<file path="src/rtl/addr_mode_if.sv">
// Bundles the decoder request, sub-FSM handshake and datapath strobes of the
// operand-address sequencer. The controller takes the slave side; the
// decoder/datapath/sub-FSM environment takes the master side.
interface addr_mode_if;
    logic       go;
    logic [2:0] mode;
    logic       busy;
    logic       done;
    logic       err;
    logic       dir_start;
    logic       dir_active;
    logic       ext_start;
    logic       ext_active;
    logic       mem_read_pc;
    logic       pc_inc;
    logic [1:0] imm_fetch;
    logic       mem_read_ar;
    logic       ar_inc;
    logic [1:0] tmp_fetch;
    logic       ar_load_tmp;

    modport slave (
        input  go, mode, dir_active, ext_active,
        output busy, done, err, dir_start, ext_start,
               mem_read_pc, pc_inc, imm_fetch,
               mem_read_ar, ar_inc, tmp_fetch, ar_load_tmp
    );

    modport master (
        output go, mode, dir_active, ext_active,
        input  busy, done, err, dir_start, ext_start,
               mem_read_pc, pc_inc, imm_fetch,
               mem_read_ar, ar_inc, tmp_fetch, ar_load_tmp
    );
endinterface

</file>
<file path="src/rtl/addr_mode_ctrl.sv">
// Operand-address sequencer for one instruction. On go it latches the
// addressing mode and either fetches an inline immediate at PC, or launches
// the direct / extended sub-FSM and waits for it, optionally following with
// an indirect 16-bit fetch through AR. All outputs are Moore (state only),
// so an asynchronous reset silences every strobe at once.
module addr_mode_ctrl #(
    parameter int TIMEOUT = 8
) (
    input  logic          clk,
    input  logic          rst_n,
    addr_mode_if.slave    bus
);

    localparam int CNT_W = (TIMEOUT > 2) ? $clog2(TIMEOUT) : 1;

    localparam logic [2:0] MODE_INH   = 3'd0;
    localparam logic [2:0] MODE_IMM8  = 3'd1;
    localparam logic [2:0] MODE_IMM16 = 3'd2;
    localparam logic [2:0] MODE_DIR   = 3'd3;
    localparam logic [2:0] MODE_EXT   = 3'd4;
    localparam logic [2:0] MODE_EXTI  = 3'd5;

    typedef enum logic [3:0] {
        S_IDLE,
        S_IMM_HI,
        S_IMM_LO,
        S_LAUNCH,
        S_WAIT,
        S_IND_HI,
        S_IND_LO,
        S_IND_LOAD,
        S_DONE
    } state_t;

    state_t           state, state_d;
    logic [2:0]       mode_q, mode_d;
    logic [CNT_W-1:0] wait_cnt, wait_cnt_d;
    logic             err_q, err_d;
    logic             sel_active;

    // Only the sub-FSM launched for the latched mode is watched in WAIT.
    assign sel_active = (mode_q == MODE_DIR) ? bus.dir_active : bus.ext_active;

    // State and context registers.
    // NOTE: non-blocking assignments keep every register sampling the
    // pre-edge values, so ordering inside the block does not matter.
    always_ff @(posedge clk or negedge rst_n) begin
        if (!rst_n) begin
            state    <= S_IDLE;
            mode_q   <= '0;
            wait_cnt <= '0;
            err_q    <= 1'b0;
        end else begin
            state    <= state_d;
            mode_q   <= mode_d;
            wait_cnt <= wait_cnt_d;
            err_q    <= err_d;
        end
    end

    // Next-state / next-context logic.
    // NOTE: every variable gets a default first so no path leaves one
    // unassigned, which would otherwise infer a latch.
    always_comb begin
        state_d    = state;
        mode_d     = mode_q;
        wait_cnt_d = wait_cnt;
        err_d      = err_q;
        unique case (state)
            S_IDLE: begin
                if (bus.go) begin
                    mode_d = bus.mode;
                    unique case (bus.mode)
                        MODE_INH:                      state_d = S_DONE;
                        MODE_IMM8:                     state_d = S_IMM_LO;
                        MODE_IMM16:                    state_d = S_IMM_HI;
                        MODE_DIR, MODE_EXT, MODE_EXTI: state_d = S_LAUNCH;
                        default: begin
                            state_d = S_DONE;
                            err_d   = 1'b1;
                        end
                    endcase
                end
            end
            S_IMM_HI:   state_d = S_IMM_LO;
            S_IMM_LO:   state_d = S_DONE;
            S_LAUNCH: begin
                wait_cnt_d = '0;
                state_d    = S_WAIT;
            end
            S_WAIT: begin
                if (!sel_active) begin
                    state_d = (mode_q == MODE_EXTI) ? S_IND_HI : S_DONE;
                end else if (wait_cnt == CNT_W'(TIMEOUT - 1)) begin
                    state_d = S_DONE;
                    err_d   = 1'b1;
                end else begin
                    wait_cnt_d = wait_cnt + 1'b1;
                end
            end
            S_IND_HI:   state_d = S_IND_LO;
            S_IND_LO:   state_d = S_IND_LOAD;
            S_IND_LOAD: state_d = S_DONE;
            S_DONE: begin
                state_d = S_IDLE;
                err_d   = 1'b0;
            end
            default:    state_d = S_IDLE;
        endcase
    end

    // Moore output decode.
    always_comb begin
        bus.busy        = (state != S_IDLE);
        bus.done        = 1'b0;
        bus.err         = 1'b0;
        bus.dir_start   = 1'b0;
        bus.ext_start   = 1'b0;
        bus.mem_read_pc = 1'b0;
        bus.pc_inc      = 1'b0;
        bus.imm_fetch   = 2'b00;
        bus.mem_read_ar = 1'b0;
        bus.ar_inc      = 1'b0;
        bus.tmp_fetch   = 2'b00;
        bus.ar_load_tmp = 1'b0;
        unique case (state)
            S_IMM_HI: begin
                bus.mem_read_pc = 1'b1;
                bus.pc_inc      = 1'b1;
                bus.imm_fetch   = 2'b10;
            end
            S_IMM_LO: begin
                bus.mem_read_pc = 1'b1;
                bus.pc_inc      = 1'b1;
                bus.imm_fetch   = 2'b01;
            end
            S_LAUNCH: begin
                bus.dir_start = (mode_q == MODE_DIR);
                bus.ext_start = (mode_q != MODE_DIR);
            end
            S_IND_HI: begin
                bus.mem_read_ar = 1'b1;
                bus.ar_inc      = 1'b1;
                bus.tmp_fetch   = 2'b10;
            end
            S_IND_LO: begin
                bus.mem_read_ar = 1'b1;
                bus.tmp_fetch   = 2'b01;
            end
            S_IND_LOAD: bus.ar_load_tmp = 1'b1;
            S_DONE: begin
                bus.done = 1'b1;
                bus.err  = err_q;
            end
            default: ;
        endcase
    end

endmodule
</file>
<file path="src/flat_wrapper.sv">
// flat-port wrapper written by rule: the top's interface ports become plain ports
module addr_mode_ctrl_flat 
#(
    parameter int TIMEOUT = 8
)
  (clk, rst_n, bus_go, bus_mode, bus_dir_active, bus_ext_active, bus_busy, bus_done, bus_err, bus_dir_start, bus_ext_start, bus_mem_read_pc, bus_pc_inc, bus_imm_fetch, bus_mem_read_ar, bus_ar_inc, bus_tmp_fetch, bus_ar_load_tmp);
  addr_mode_if bus_i ();
  input  logic clk;
  input  logic rst_n;
  input wire logic [$bits(bus_i.go)-1:0] bus_go;
  input wire logic [$bits(bus_i.mode)-1:0] bus_mode;
  input wire logic [$bits(bus_i.dir_active)-1:0] bus_dir_active;
  input wire logic [$bits(bus_i.ext_active)-1:0] bus_ext_active;
  output wire logic [$bits(bus_i.busy)-1:0] bus_busy;
  output wire logic [$bits(bus_i.done)-1:0] bus_done;
  output wire logic [$bits(bus_i.err)-1:0] bus_err;
  output wire logic [$bits(bus_i.dir_start)-1:0] bus_dir_start;
  output wire logic [$bits(bus_i.ext_start)-1:0] bus_ext_start;
  output wire logic [$bits(bus_i.mem_read_pc)-1:0] bus_mem_read_pc;
  output wire logic [$bits(bus_i.pc_inc)-1:0] bus_pc_inc;
  output wire logic [$bits(bus_i.imm_fetch)-1:0] bus_imm_fetch;
  output wire logic [$bits(bus_i.mem_read_ar)-1:0] bus_mem_read_ar;
  output wire logic [$bits(bus_i.ar_inc)-1:0] bus_ar_inc;
  output wire logic [$bits(bus_i.tmp_fetch)-1:0] bus_tmp_fetch;
  output wire logic [$bits(bus_i.ar_load_tmp)-1:0] bus_ar_load_tmp;
  assign bus_i.go = bus_go;
  assign bus_i.mode = bus_mode;
  assign bus_i.dir_active = bus_dir_active;
  assign bus_i.ext_active = bus_ext_active;
  assign bus_busy = bus_i.busy;
  assign bus_done = bus_i.done;
  assign bus_err = bus_i.err;
  assign bus_dir_start = bus_i.dir_start;
  assign bus_ext_start = bus_i.ext_start;
  assign bus_mem_read_pc = bus_i.mem_read_pc;
  assign bus_pc_inc = bus_i.pc_inc;
  assign bus_imm_fetch = bus_i.imm_fetch;
  assign bus_mem_read_ar = bus_i.mem_read_ar;
  assign bus_ar_inc = bus_i.ar_inc;
  assign bus_tmp_fetch = bus_i.tmp_fetch;
  assign bus_ar_load_tmp = bus_i.ar_load_tmp;
  addr_mode_ctrl #(.TIMEOUT(TIMEOUT)) u_core (.clk(clk), .rst_n(rst_n), .bus(bus_i));
endmodule
</file>
<file path="config.mk">
export PLATFORM = sky130hd
export DESIGN_NAME = addr_mode_ctrl_flat
export DESIGN_NICKNAME = d
export VERILOG_FILES = /design/src/rtl/addr_mode_if.sv /design/src/rtl/addr_mode_ctrl.sv /design/src/flat_wrapper.sv
export SDC_FILE = /design/constraint.sdc
export NUM_CORES = 1
export LEC_CHECK = 0
export CAP_MARGIN = 10
export CELL_PAD_IN_SITES_DETAIL_PLACEMENT = 1
export CELL_PAD_IN_SITES_GLOBAL_PLACEMENT = 2
export CORE_ASPECT_RATIO = 0.8
export CORE_MARGIN = 2
export CORE_UTILIZATION = 25
export CTS_CLUSTER_SIZE = 24
export DETAILED_ROUTE_END_ITERATION = 7
export PLACE_DENSITY = 0.78
export RECOVER_POWER = 50
export SLEW_MARGIN = 5
export SYNTH_ARGS = -nofsm -noshare
export SYNTH_HDL_FRONTEND = slang
export SYNTH_SLANG_ARGS = --single-unit
export TNS_END_PERCENT = 5
</file>
<file path="constraint.sdc">
create_clock -name clk -period 3.1 [get_ports clk]
set_input_delay 0.775 -clock clk [delete_from_list [all_inputs] [get_ports clk]]
set_output_delay 0.775 -clock clk [all_outputs]
set_load 0.005 [all_outputs]
</file>
# Word-level counts from Yosys, hierarchy flattened
# Index checks and enable logic that the tools add are counted.
# totals
register_bits,11
inputBits,8
output_inout_bits,14
wordCells,67
# classes
addsub,1
eq_ne,23
n_mux,25
reduce_logical,14
# op_table
op,count
$pmux W4 S7,1
$eq A4 B3 Y1 const B,4
$mux W4,4
$mux W1,13
$eq A3 B3 Y1 const B,4
$pmux W4 S3,1
$eq A3 B2 Y1 const B,3
$eq A4 B2 Y1 const B,2
$pmux W2 S2,2
$mux W3,2
$ne A2 B2 Y1 const B,3
$pmux W3 S2,1
$reduce_or A2 Y1,3
$reduce_or A6 Y1,1
$reduce_and A5 Y1,1
$eq A4 B1 Y1 const B,1
$eq A4 B4 Y1 const B,1
$logic_not A4 Y1,1
$ne A2 B1 Y1 const B,2
$reduce_and A2 Y1,2
$reduce_bool A4 Y1,1
$add A3 B1 Y3 const B,1
$eq A3 B1 Y1 const B,1
$logic_not A3 Y1,1
7 further kinds,7

# Longest topological paths before layout
# Gate-level depths: netlist (run 1).
# logic_depth
word_depth,5
depth_mapped,6
mapped_depth_nobuf,6

# Least setup slack after synthesis (run 1)
# No wires, ideal clock.
# synth_timing
kind,register to output
start,register u_core.state[0]
end,output port bus_pc_inc
arrival_ns,1.271
t_required_ns,2.325
setup_slack_ns,1.054
path_stages_with_launch,7
n_path_buf,2
cell_sequence,dfrtp_1 clkbuf_1 inv_1 nand2_1 nor3_1 or2_2 buf_4
# synth_via
elab_chain_cells,3
word_cells_on_any_way,4
classes_between,2 x eq/ne; 1 x mux; 1 x reduce/logical
# synth_rtl
item,line,source
start: declaration,addr_mode_ctrl.sv:35,"state_t state, state_d;"
start signal: assignment,addr_mode_ctrl.sv:54,state <= state_d;
$eq A4 B1 Y1 or $eq A4 B2 Y1 (tied branches),n/a,
$reduce_or A2 Y1 (no source line) *,n/a,
$mux W1 *,n/a,
end: declaration,flat_wrapper.sv:20,output wire logic [$bits(bus_i.pc_inc)-1:0] bus_pc_inc;
# Every way passes the cells marked *; elsewhere a longest branch is shown, timed or not.

# Worst setup path after layout (run 1)
# layout_timing
start,register u_core.state[1]
end,output port bus_err
# layout_via
elab_chain_cells,2
# layout_rtl
item,line,source
$eq A4 B4 Y1,addr_mode_ctrl.sv:126,unique case (state)
$mux W1,addr_mode_ctrl.sv:126,
end: declaration,flat_wrapper.sv:16,output wire logic [$bits(bus_i.err)-1:0] bus_err;
# No other way between the ends.

==> impl_results.rst, run 1 <==
.. list-table::
   :header-rows: 1

   * - Metric
     - Value
   * - Iteration count of the initial detailed-routing pass
     - 2
   * - Share of the clock period used by the worst path after layout
     - 87.4%
   * - H-tree depth
     - 1
   * - Max-capacitance violation count
     - 0
   * - Initial antenna violation count
     - 0
   * - Unique masters post-synth
     - 33
   * - I/O pin count
     - 22
   * - Most frequent cells in the layout
     - clkdlybuf4s50_1 (17), dfrtp_1 (11), nor2_1 (9)
   * - Critical path required time
     - 2.32 ns
   * - Count of synthesis-stage warnings from yosys
     - 0
   * - First-pass GRT wire length
     - 3210 µm
   * - Horizontal extent of the die
     - 64.9 µm
   * - Number of global-route vias before repair
     - 674
   * - Leakage
     - 0.000427 µW
   * - Post-DR wirelength/cell
     - 13.2 µm
   * - Slew Limit Headroom
     - 64.3%
   * - ANT nets after route
     - 0
   * - Final Hold Slack
     - 0.483 ns
   * - Number of slew-limit violations in the final report
     - 0
   * - Worst Hold Class
     - flop to flop
   * - Maximum fanout along the worst path
     - 12
   * - Share of post-route cells with drive strength above 1
     - 8.65%
   * - Reg-to-reg endpoint
     - u_core.wait_cnt[2]
   * - Post-CTS Resized
     - 0
   * - Number of cells traversed by the worst hold path
     - 1
   * - Die outline area
     - 3420 µm²
   * - R2r worst-path depth
     - 3
   * - Outcome
     - completed
   * - Sequential area share after synthesis
     - 37.2%
   * - FMAX
     - 369 MHz
   * - Worst-Skew Late Latency
     - 0.24 ns
   * - Peak supply drop
     - 204 µV
   * - CORE AREA
     - 2790 µm²
   * - Root buffer selected by CTS
     - clkbuf_8
   * - Number of clock sinks
     - 11
   * - Final setup fails
     - 0
   * - Endpoint type of the worst setup path
     - primary output
   * - Number of DRC violations after detailed-routing iteration 0
     - 8
   * - Vias/cell
     - 4.80
   * - Congestion Overflow GR
     - 0
   * - Remaining routing DRC violations
     - 0
   * - Setup repair after global routing missed its margin
     - no
   * - Starting density of the core
     - 26.6%
   * - Vias post-DR
     - 682
   * - Critical path type
     - flop to primary output
   * - Routability Congestion
     - 0.773
   * - Startpoint kind of the worst setup timing path
     - flop
   * - Arrival time at the worst endpoint
     - 1.93 ns
   * - Area Overhead vs Synth
     - 36.0%
   * - TritonCTS clock tree
     - done
   * - Pin count of the biggest net entering global routing
     - 14
   * - Worst R2R Setup Slack
     - 1.31 ns
   * - Syn Area/Cell
     - 8.61 µm²
   * - Site row count
     - 17
   * - Combined area of all synthesized cells
     - 741 µm²
   * - Hold Path Origin
     - u_core.wait_cnt[0]
   * - Most common cell after layout, fill and taps aside
     - clkdlybuf4s50_1
   * - CTS Buf Count
     - 3
   * - Worst Hold End
     - u_core.wait_cnt[0]
   * - Clock transition time at the flip-flop clock pins of the worst setup and hold paths
     - 0.05 ns
   * - Synthesis-stage register bit count
     - 11
   * - Cells after Synth
     - 86
   * - Maximum buffer depth of the clock tree
     - 2
   * - Share of the synthesized area in the top cell type
     - 37.2%
   * - Min Tclk post-route
     - 2.71 ns
   * - # diodes
     - 0
   * - Top post-synthesis cells by area
     - dfrtp_1 (37%), mux2i_1 (5.4%), ha_1 (5.1%), nor2_1 (4.6%), mux2_2 (4.6%)
   * - Crit Reg-Reg Startpoint
     - u_core.state[2]
   * - DPL Wire Length
     - 1450 µm
   * - Tightest Pin Transition
     - 0.529 ns
   * - Final clock skew
     - 0.000883 ns
   * - Accumulated negative setup slack
     - 0 ns
   * - Overall die height
     - 52.7 µm
   * - Post-Route WL
     - 1870 µm
   * - Total global routing track utilization
     - 12.6%
   * - Hold-fix buffer count after cts
     - 0
   * - Setup repair bufs after CTS
     - 0
   * - Syn Nets
     - 97
   * - Buffers on Ports
     - 21
   * - Endpoints failing hold
     - 0
   * - Cell type with the highest aggregate area in the netlist
     - dfrtp_1
   * - Layout Nets
     - 116
   * - Total power per unit cell area
     - 776 nW/µm²
-- registers in the layout, summed over array words and instances (netlist names) --
register         flops
u_core.state         4
u_core.mode_q        3
u_core.wait_cnt      3
u_core.err_q         1
-- metal layers --
| metal | vias up | share of wire, % | global-route usage (%) | wire length [µm] |
|---|---|---|---|---|
| met5 | - | 0 | 0 | 0 |
| met4 | 0 | 1.4 | 5.32 | 27 |
| met3 | 2 | 3.3 | 3.87 | 62 |
| met2 | 10 | 47 | 20.3 | 872 |
| met1 | 334 | 48 | 15.7 | 907 |
| li1 | 336 | - | - | - |
-- critical path: stages, from the launching register on --
cell and delay, ns:
dfrtp_1 0.48, nor2_1 0.34, and3_1 0.25, and2_1 0.13
clkdlybuf4s50_1 0.49
-- cell usage after synthesis, drive strengths merged --
cell type  number
dfrtp          11
and3            1
a211oi          2
nor2            9
nor4bb          1
nand2           8
o221a           1
a21oi           5
nor2b           1
o21ai           3
xnor2           1
o2111ai         1
or2             1
inv             5
ha              3
nor3            4
clkbuf          2
a21o            1
mux2i           4
o22ai           1
o21bai          1
nor3b           1
nand2b          2
nand3           4
nor4            1
and2            1
and3b           2
or4b            1
mux2            3
buf             5
-- power by group --
group	internal (µW)	switching, µW
logic	207	153
registers	206	71.7
clock network	90.4	54.5
-- how the worst max path moves through the flow --
| stage | startpoint | endpoint | slack, ns | depth (start not counted) |
|---|---|---|---|---|
| 4_1_cts | u_core.state[1] | bus_err | 0.39 | 4 |
| 5_1_grt | u_core.state[1] | bus_err | 0.25 | 4 |
| 3_3_place_gp | u_core.state[1] | bus_err | 0.70 | 4 |
| 6_report | u_core.state[1] | bus_err | 0.39 | 4 |
| 3_5_place_dp | u_core.state[1] | bus_err | 0.66 | 4 |
| 2_1_floorplan | u_core.state[0] | bus_pc_inc | 1.05 | 6 |
-- area by class of cell --
cell class / count / area [µm²]
timing repair buffer: 21 / 210
sequential: 11 / 275
fill: 331 / 1780
inverter: 5 / 18.8
clock buffer: 4 / 45.0
multi-input combinational: 63 / 410
tap: 38 / 47.5
-- through the flow --
stage                     utilization (%)  setup slack (ns)  total power, µW  area, µm²  instances
after floorplan                         -              1.05              500        741         86
after global placement               34.5             0.702              640        962        138
after detailed placement             34.5             0.660              645        962        138
after CTS                            36.1             0.393              796       1010        142
after global routing                 36.1             0.245              846       1010        142
final                                36.1             0.391              782       1010        142
-- kinds of logic (layout without fill, tap and decap cells) --
kind of cell    after synthesis  in the layout  synth area share (%)
xor+xnor                      1              1                  1.18
fa+ha+maj                     3              3                  5.07
simple gates                 37             37                  26.2
compound gates               15             15                  13.0
buf+inv                      12             30                  7.43
mux                           7              7                  9.97
flops                        11             11                  37.2
(Power assumes the default switching activity.)
==> run 2, diff against run 1 <==
--- a/config.mk
+++ b/config.mk
@@ -7,15 +7,15 @@
 export LEC_CHECK = 0
 export CAP_MARGIN = 10
 export CELL_PAD_IN_SITES_DETAIL_PLACEMENT = 1
-export CELL_PAD_IN_SITES_GLOBAL_PLACEMENT = 2
+export CELL_PAD_IN_SITES_GLOBAL_PLACEMENT = 1
 export CORE_ASPECT_RATIO = 0.8
 export CORE_MARGIN = 2
-export CORE_UTILIZATION = 25
+export CORE_UTILIZATION = 36
 export CTS_CLUSTER_SIZE = 24
 export DETAILED_ROUTE_END_ITERATION = 7
-export PLACE_DENSITY = 0.78
+export PLACE_DENSITY = 0.87
 export RECOVER_POWER = 50
-export SLEW_MARGIN = 5
+export SLEW_MARGIN = 10
 export SYNTH_ARGS = -nofsm -noshare
 export SYNTH_HDL_FRONTEND = slang
 export SYNTH_SLANG_ARGS = --single-unit
==> run 2 against run 1 <==
  * Clock power down 29%
  * Sequential power up 2%
  * Sequential share of layout area up 0.80 points
  * Non-clock buffer count up 1
  * Critical endpoint unchanged
==> impl_results.rst, run 2 (synthesis results as in run 1) <==
.. list-table::
   :header-rows: 1

   * - Metric
     - Value
   * - Outcome
     - completed
   * - Starting density of the core
     - 38.8%
   * - Switching power
     - 296 µW
   * - Maximum buffer depth of the clock tree
     - 2
   * - Worst Hold End
     - u_core.wait_cnt[0]
   * - Critical path type
     - flop to primary output
   * - Post-CTS Resized
     - 0
   * - Final setup fails
     - 0
   * - Crit path cell chain
     - nor2_1 -> buf_4 -> and3_1 -> and2_1 -> clkdlybuf4s50_1
   * - Hold Path Origin
     - u_core.wait_cnt[0]
   * - R2r worst-path depth
     - 3
   * - ANT nets after route
     - 0
   * - Setup repair after global routing missed its margin
     - no
   * - Arrival time at the worst endpoint
     - 1.95 ns
   * - Share of the clock period used by the worst path after layout
     - 87.8%
   * - Setup repair bufs after CTS
     - 0
   * - Critical path required time
     - 2.32 ns
   * - Fill cell count
     - 237
   * - Congestion Overflow GR
     - 0
   * - Worst R2R Setup Slack
     - 1.27 ns
   * - Dpl cells
     - 125
   * - # diodes
     - 0
   * - Crit Reg-Reg Startpoint
     - u_core.state[2]
   * - Accumulated negative setup slack
     - 0 ns
   * - Hold-fix buffer count after cts
     - 0
   * - Delay of the slowest critical-path stage
     - 0.51 ns
   * - Post-route core utilization
     - 51.2%
   * - Crit path from
     - u_core.state[1]
   * - Power share of the combinational group
     - 49.8%
   * - Post-DR wirelength/cell
     - 15.3 µm
   * - Max-capacitance violation count
     - 0
   * - Part of the total power dissipated in the clock network
     - 13.5%
   * - Clock transition time at the flip-flop clock pins of the worst setup and hold paths
     - 0.07 ns
   * - Iteration count of the initial detailed-routing pass
     - 4
   * - Routability Congestion
     - 0.823
   * - Die outline area
     - 2440 µm²
   * - Share of post-route cells with drive strength above 1
     - 9.52%
   * - Post-Route WL
     - 1970 µm
   * - Maximum fanout along the worst path
     - 12
   * - Flip-flop count of the largest register, all copies and words added
     - 4
   * - Vias/cell
     - 5.41
   * - Worst slack after detailed placement
     - 0.684 ns
   * - Min Tclk post-route
     - 2.72 ns
   * - Largest regs
     - u_core.state (4), u_core.mode_q (3), u_core.wait_cnt (3)
   * - Crit path buf inv count
     - 2
   * - Total global routing track utilization
     - 19.9%
   * - CORE AREA
     - 1910 µm²
   * - Number of global-route vias before repair
     - 737
   * - Initial antenna violation count
     - 0
   * - Reg-to-reg endpoint
     - u_core.wait_cnt[1]
   * - P_int
     - 470 µW
   * - Overall die height
     - 44.6 µm
   * - Sequential fraction of design power
     - 36.8%
   * - Root buffer selected by CTS
     - clkbuf_4
   * - Slew Limit Headroom
     - 64.1%
   * - Number of cells traversed by the worst hold path
     - 1
   * - Worst Hold Class
     - flop to flop
   * - Most frequent cells in the layout
     - clkdlybuf4s50_1 (17), dfrtp_1 (11), nor2_1 (9)
   * - Endpoints failing hold
     - 0
   * - Layout Nets
     - 117
   * - Horizontal extent of the die
     - 54.7 µm
   * - Worst setup slack after layout
     - 0.379 ns
   * - Final clock skew
     - 0.00251 ns
   * - TritonCTS clock tree
     - done
   * - Site row count
     - 14
   * - Leakage
     - 0.000424 µW
   * - H-tree depth
     - 1
   * - Largest delay contributor family on the critical path
     - buffers and inverters
   * - Number of slew-limit violations in the final report
     - 0
   * - Peak supply drop
     - 408 µV
   * - Total power per unit cell area
     - 783 nW/µm²
   * - Met2 wire length
     - 947 µm
   * - Number of clock sinks
     - 11
   * - Buffers on Ports
     - 21
   * - CTS Buf Count
     - 3
   * - Tightest Pin Transition
     - 0.531 ns
   * - Number of DRC violations after detailed-routing iteration 0
     - 17
   * - Remaining routing DRC violations
     - 0
   * - Most common cell after layout, fill and taps aside
     - clkdlybuf4s50_1
   * - I/O pin count
     - 22
   * - Worst-Skew Late Latency
     - 0.28 ns
   * - Area Overhead vs Synth
     - 32.1%
   * - Standard cell with the maximum stage delay on the critical path
     - dfrtp_1
   * - Non-filler cells, final
     - 129
   * - Pin count of the biggest net entering global routing
     - 14
   * - Proportion of total power due to net switching
     - 38.7%
   * - Register with the most flip-flops
     - u_core.state
   * - DPL Wire Length
     - 1510 µm
   * - Met3 WL post-DR
     - 83 µm
   * - Startpoint kind of the worst setup timing path
     - flop
   * - DRT met1 WL
     - 930 µm
   * - FMAX
     - 368 MHz
   * - Endpoint type of the worst setup path
     - primary output
   * - First-pass GRT wire length
     - 3440 µm
   * - Topmost layer with routed signal wires
     - met4
   * - Vias post-DR
     - 698
run 2: per-stage QoR:
step | total power (µW) | hold slack [ns] | cell area [µm²]
after floorplan | 500 | 0.452 | 741
after global placement | 644 | 0.472 | 952
after detailed placement | 663 | 0.484 | 952
after CTS | 769 | 0.494 | 978
after global routing | 840 | 0.544 | 978
final | 766 | 0.494 | 978
run 2: worst max path at each step:
stage | to | slack, ns | depth (start not counted)
finish | bus_err | 0.38 | 5
global route | bus_dir_start | 0.20 | 4
CTS | bus_pc_inc | 0.37 | 5
detailed placement | bus_pc_inc | 0.68 | 5
global placement | bus_mem_read_pc | 0.73 | 5
floorplan | bus_pc_inc | 1.05 | 6
run 2: routing by layer:
layer  vias to the layer above  global-route usage [%]
met4                         0                    4.00
met5                         -                       0
met2                        13                    30.0
li1                        337                       -
met3                         2                    8.11
met1                       346                    26.9
run 2: final cells by class:
cell class,count,area [µm²],area share (%)
Inverter,5,18.8,1.92
Clock buffer,4,26.3,2.69
Tap cell,24,30.0,3.07
Sequential cell,11,275,28.1
Multi-Input combinational cell,63,410,41.9
Timing Repair Buffer,22,218,22.3
run 2: power groups by stage:
stage | clock network, µW | registers [µW] | logic, µW
final | 103 | 282 | 381
after global routing | 114 | 297 | 429
after CTS | 104 | 280 | 386
after detailed placement | 0 | 284 | 380
after global placement | 0 | 279 | 365
after floorplan | 0 | 233 | 267
